## src/rtl/sig_word_serializer.sv

```systemverilog
`default_nettype none
// +----------------------------------------------------------------------------+
// | sig_word_serializer: range-checks an ECDSA (r,s) pair against the secp256k1 |
// | order and streams accepted pairs MS word first.   Revision: 1.0             |
// +----------------------------------------------------------------------------+
module sig_word_serializer #(
   parameter int WORD_W      = 32,
   parameter bit CHECK_RANGE = 1'b1
) (
   input  logic              clk,
   input  logic              rst_n,
   input  logic              i_sig_valid,
   output logic              o_sig_ready,
   input  logic [511:0]      i_sig,
   output logic              o_out_valid,
   input  logic              i_out_ready,
   output logic [WORD_W-1:0] o_out_data,
   output logic              o_out_first,
   output logic              o_out_last,
   output logic              o_err_valid,
   output logic [1:0]        o_err_code
);

   localparam int c_NW    = 512 / WORD_W;
   localparam int c_CNT_W = (c_NW > 1) ? $clog2(c_NW) : 1;
   localparam logic [c_CNT_W-1:0] c_LAST = c_CNT_W'(c_NW - 1);
   localparam logic [255:0] c_N =
      256'hFFFFFFFF_FFFFFFFF_FFFFFFFF_FFFFFFFE_BAAEDCE6_AF48A03B_BFD25E8C_D0364141;

   typedef enum logic [1:0] {
      ST_IDLE   = 2'd0,
      ST_REJECT = 2'd1,
      ST_SEND   = 2'd2
   } state_t;

   state_t               r_state;
   state_t               w_next;
   logic [511:0]         r_sreg;
   logic [c_CNT_W-1:0]   r_cnt;
   logic [1:0]           r_err_code;

   logic                 w_r_bad;
   logic                 w_s_bad;
   logic [1:0]           w_flags;
   logic                 w_reject;
   logic                 w_accept;
   logic                 w_beat;
   logic                 w_last;

   // A half is bad when it is zero or not below the group order.
   assign w_r_bad  = (i_sig[511:256] == 256'd0) || (i_sig[511:256] >= c_N);
   assign w_s_bad  = (i_sig[255:0]   == 256'd0) || (i_sig[255:0]   >= c_N);
   assign w_flags  = {w_s_bad, w_r_bad};
   assign w_reject = CHECK_RANGE && (w_flags != 2'b00);

   assign w_accept = i_sig_valid && (r_state == ST_IDLE);
   assign w_last   = (r_cnt == c_LAST);
   assign w_beat   = (r_state == ST_SEND) && i_out_ready;

   always_ff @(posedge clk or negedge rst_n) begin
      if (!rst_n) begin
         r_state <= ST_IDLE;
      end else begin
         r_state <= w_next;
      end
   end

   always_comb begin
      w_next      = r_state;
      o_sig_ready = 1'b0;
      o_out_valid = 1'b0;
      o_err_valid = 1'b0;
      case (r_state)
         ST_IDLE: begin
            o_sig_ready = 1'b1;
            if (i_sig_valid) begin
               w_next = w_reject ? ST_REJECT : ST_SEND;
            end
         end
         ST_REJECT: begin
            o_err_valid = 1'b1;
            w_next      = ST_IDLE;
         end
         ST_SEND: begin
            o_out_valid = 1'b1;
            if (i_out_ready && w_last) begin
               w_next = ST_IDLE;
            end
         end
         default: begin
            w_next = ST_IDLE;
         end
      endcase
   end

   // err_code is loaded on the accepting edge so it is already valid in the REJECT cycle.
   always_ff @(posedge clk or negedge rst_n) begin
      if (!rst_n) begin
         r_sreg     <= 512'd0;
         r_cnt      <= '0;
         r_err_code <= 2'b00;
      end else if (w_accept) begin
         r_sreg <= i_sig;
         r_cnt  <= '0;
         if (w_reject) begin
            r_err_code <= w_flags;
         end
      end else if (w_beat) begin
         r_sreg <= {r_sreg[511-WORD_W:0], {WORD_W{1'b0}}};
         r_cnt  <= w_last ? '0 : r_cnt + 1'b1;
      end
   end

   assign o_out_data  = (r_state == ST_SEND) ? r_sreg[511 -: WORD_W] : '0;
   assign o_out_first = (r_state == ST_SEND) && (r_cnt == '0);
   assign o_out_last  = (r_state == ST_SEND) && w_last;
   assign o_err_code  = r_err_code;

endmodule
`default_nettype wire

```

## config.mk

```make
export PLATFORM = sky130hd
export DESIGN_NAME = sig_word_serializer
export DESIGN_NICKNAME = d
export VERILOG_FILES = /design/src/rtl/sig_word_serializer.sv
export SDC_FILE = /design/constraint.sdc
export NUM_CORES = 2
export LEC_CHECK = 0
export ABC_CLOCK_PERIOD_IN_PS = 2100
export CORE_ASPECT_RATIO = 1.4
export CORE_MARGIN = 2
export CORE_UTILIZATION = 52
export DETAILED_ROUTE_END_ITERATION = 10
export PLACE_DENSITY = 0.8
export SLEW_MARGIN = 20
export SYNTH_ARGS = -nofsm -noshare
export SYNTH_HDL_FRONTEND = slang
export SYNTH_SLANG_ARGS = --single-unit
```

## constraint.sdc

```tcl
create_clock -name clk -period 2.1 [get_ports clk]
set_input_delay 0.315 -clock clk [delete_from_list [all_inputs] [get_ports clk]]
set_output_delay 0.315 -clock clk [all_outputs]
set_load 0.1 [all_outputs]
```

==> summary.md <==
| Metric | Value |
|---|---|
| Status | finished with violations |
| Failing checks | negative setup slack |
| Synthesis-to-finish area growth | 56.3% |
| Fillers | 3118 |
| DRT iter0 DRCs | 3338 |
| Reg-to-reg setup timing slack | 110 ps |
| Worst hold margin | 48.1 ps |
| Syn. warnings | 0 |
| Synthesized area | 25800 um2 |
| Worst r2r path cells | 7 |
| Dpl cell area | 37500 um2 |
| Unique masters post-synth | 53 |
| DR pass1 iterations | 9 |
| Syn nets | 3796 |
| Critical path peak fanout | 2 |
| FMAX | 448 MHz |
| Max-cap violations | 0 |
| DP HPWL | 91.7 mm |
| Post-route setup slack | -132 ps |
| Clk_skew | 11.0 ps |
| CP arrival | 2740 ps |
| Cell Pwr Density | 1080 nW/um2 |
| Kind of critical path | in2reg |
| Tot GR Track Use | 46.5% |
| Post-synth top area cell | dfrtp_1 |
| RSZ-0062 raised after global routing | true |
| Placer Congestion | 1.06 |
| WHS Path Cells | 3 |
| Worst vdd ir | 0.948 mV |
| Die Ht | 267 um |
| Worst endpoint required time | 2610 ps |
| Final setup violation count | 39 |
| Final nets | 4871 |
| Reg-to-reg startpoint | r_state[0] |
| Share of cells above drive strength 1 | 21.6% |
| WL/cell | 24.2 um |
| Top post-synthesis cells by area | dfrtp_1 (51%), nand2_1 (14%), a31oi_1 (12%) |
| Hold Crit Start | i_sig[452] |
| Max-slew violation count | 0 |
| Synthesized flop and latch total | 520 |
| Final period util | 106% |
| Final WL | 122 mm |
| Worst-skew pair later-pin latency | 610 ps |
| Port bufs | 554 |
| Top_reg_cell synth | dfrtp_1 |
| Clock Pin Slew Worst Setup and Hold Paths | 60 ps |
| Sequential cell area fraction in the yosys report | 50.5% |
| Clock Tree Root | clkbuf_16 |
| Post-place setup slack | -1340 ps |
| Final Instance Count excl. Fillers | 5034 |
| Via Count | 31100 |
| Cell with the most instances after synthesis | nand2_1 |
| Worst slew pin tran | 563 ps |
| Final hold viol count | 0 |
| Largest net degree at the start of global routing | 89 |
| Critical Path Sink Type | flip-flop |
| Placed cells | 4920 |
| Grt ovf | 0 |
| Initial antenna violation count | 6 |
| Inserted Clock Buffers | 52 |
| Global-route wire length before repair | 177 mm |
| Number of flops mapped to enable cells by yosys | 0 |
| Die area | 51400 um2 |
| # rows | 96 |
| Pleak | 18.3 nW |
| Post-synth top cells | nand2_1 (984), nor2_1 (581), dfrtp_1 (520), a31oi_1 (482), clkbuf_1 (224) |
| Post-synth top area share | 50.5% |
| Worst Hold Path EP | r_sreg[452] |
| Core Area | 49000 um2 |
| Startpoint Class | input pin |
| I/O pins | 555 |
| Relative slew slack | 62.1% |
| Synthesized instance count | 3278 |
| Clock sinks | 520 |
| Htree depth | 2 |
| Synth async-reset ratio | 100% |
| FF+latch area | 13000 um2 |
| Vias in the first global route | 30400 |
| Final ANT Viol Nets | 0 |
| Avg Cell Area, Syn | 7.86 um2 |
| TritonCTS clock tree | done |
| Clk buf depth | 3 |
| DRC viols | 0 |
| Routed vias/inst | 6.18 |
| Multi-input gate area | 12500 um2 |
| Tot Pwr | 43.5 mW |
| Reg2Reg Capture Point | r_sreg[424] |
| Min-delay worst type | in2reg |
| Final Cell Area | 40300 um2 |
| Final min period | 2230 ps |
| Initial core utilization | 52.6% |
| Chip Width | 192 um |
## worst max-delay path by stage
stage / to / slack [ps] / start
final: r_state[1] / -130 / i_sig[389]
after global routing: r_state[1] / -150 / i_sig[389]
after CTS: o_out_first / -60 / r_state[0]
after detailed placement: r_state[1] / -1340 / i_sig[441]
after global placement: r_state[1] / -1330 / i_sig[432]
after floorplan: r_state[1] / -150 / i_sig[326]
## cells in the final DEF (no fill, tap or decap), drive strengths merged, types with 15 or more instances in the layout
cell type,count
nand2,984
buf,738
nor2,581
dfrtp,520
a31oi,482
clkdlybuf4s50,360
nor4,137
nand4,113
dlygate4sd2,81
clkbuf,75
dlymetal6s2s,62
a21oi,50
and2,35
nand3,27
nor3,16
o21ai,15
## power breakdown
group	internal, mW	switching [mW]
Combinational	6.61	9.56
Sequential	14.0	2.82
Clock	6.35	4.21
Total	26.9	16.6
## stage by stage
step / setup TNS [ps] / util (%)
5_1_grt: -3590 / 82.2
2_1_floorplan: -149 / -
6_report: -2160 / 82.2
3_3_place_gp: -4800 / 76.6
4_1_cts: -1740 / 81.3
3_5_place_dp: -4960 / 76.6
## what timing repair did
item / in CTS / in global routing
hold buffers: 1 / 0
resized for setup: 191 / 117
hold endpoints to repair: 33 / 0
pin swaps: 71 / 41
gates cloned: 3 / 0
setup buffers: 11 / 1
endpoints found under the setup margin: 39 / 39
## sequential cells by signal (all words and copies together) (netlist names)
register	count
r_sreg	512
r_cnt	4
o_err_code	2
r_state	2
## area by class of cell
| class | instances | share of cell area, % |
|---|---|---|
| timing repair buffer | 1250 | 29.8 |
| antenna | 4 | 0.0248 |
| clock buffer | 72 | 3.74 |
| clock inverter | 22 | 0.982 |
| tap | 637 | 1.98 |
| inverter | 10 | 0.0932 |
| sequential | 520 | 32.3 |
| multi-input combinational | 2519 | 31.0 |
## per-layer routing
metal  wire [um]  vias to the layer above  global-route usage, %
met3       12000                      664                   10.1
met4       14300                        2                   43.6
met2       55800                     2147                   74.0
met5          15                        -                      0
li1            -                    13600                      -
met1       39700                    14700                   51.6
## critical path: stages
cell	delay [ps]
clkdlybuf4s50_1	550
nand4_1	130
nor4_2	390
nand2_2	140
or4_4	500
nor4_4	210
o21ai_4	130
and2_4	170
a32o_1	210
## cells by family (layout without fill, tap and decap cells)
kind of cell	Yosys count	in the layout	synth area share [%]
AO/OA/AOI/OAI	588	588	14.3
XOR/XNOR	1	1	0.0340
adder cells (fa/ha/maj)	2	2	0.0971
buffers and inverters	239	1354	3.48
flip-flops	520	520	50.5
multiplexers	1	1	0.0389
other	0	4	0
AND/OR/NAND/NOR	1927	1927	31.6
Note: power is estimated with default switching activity, not from simulation.
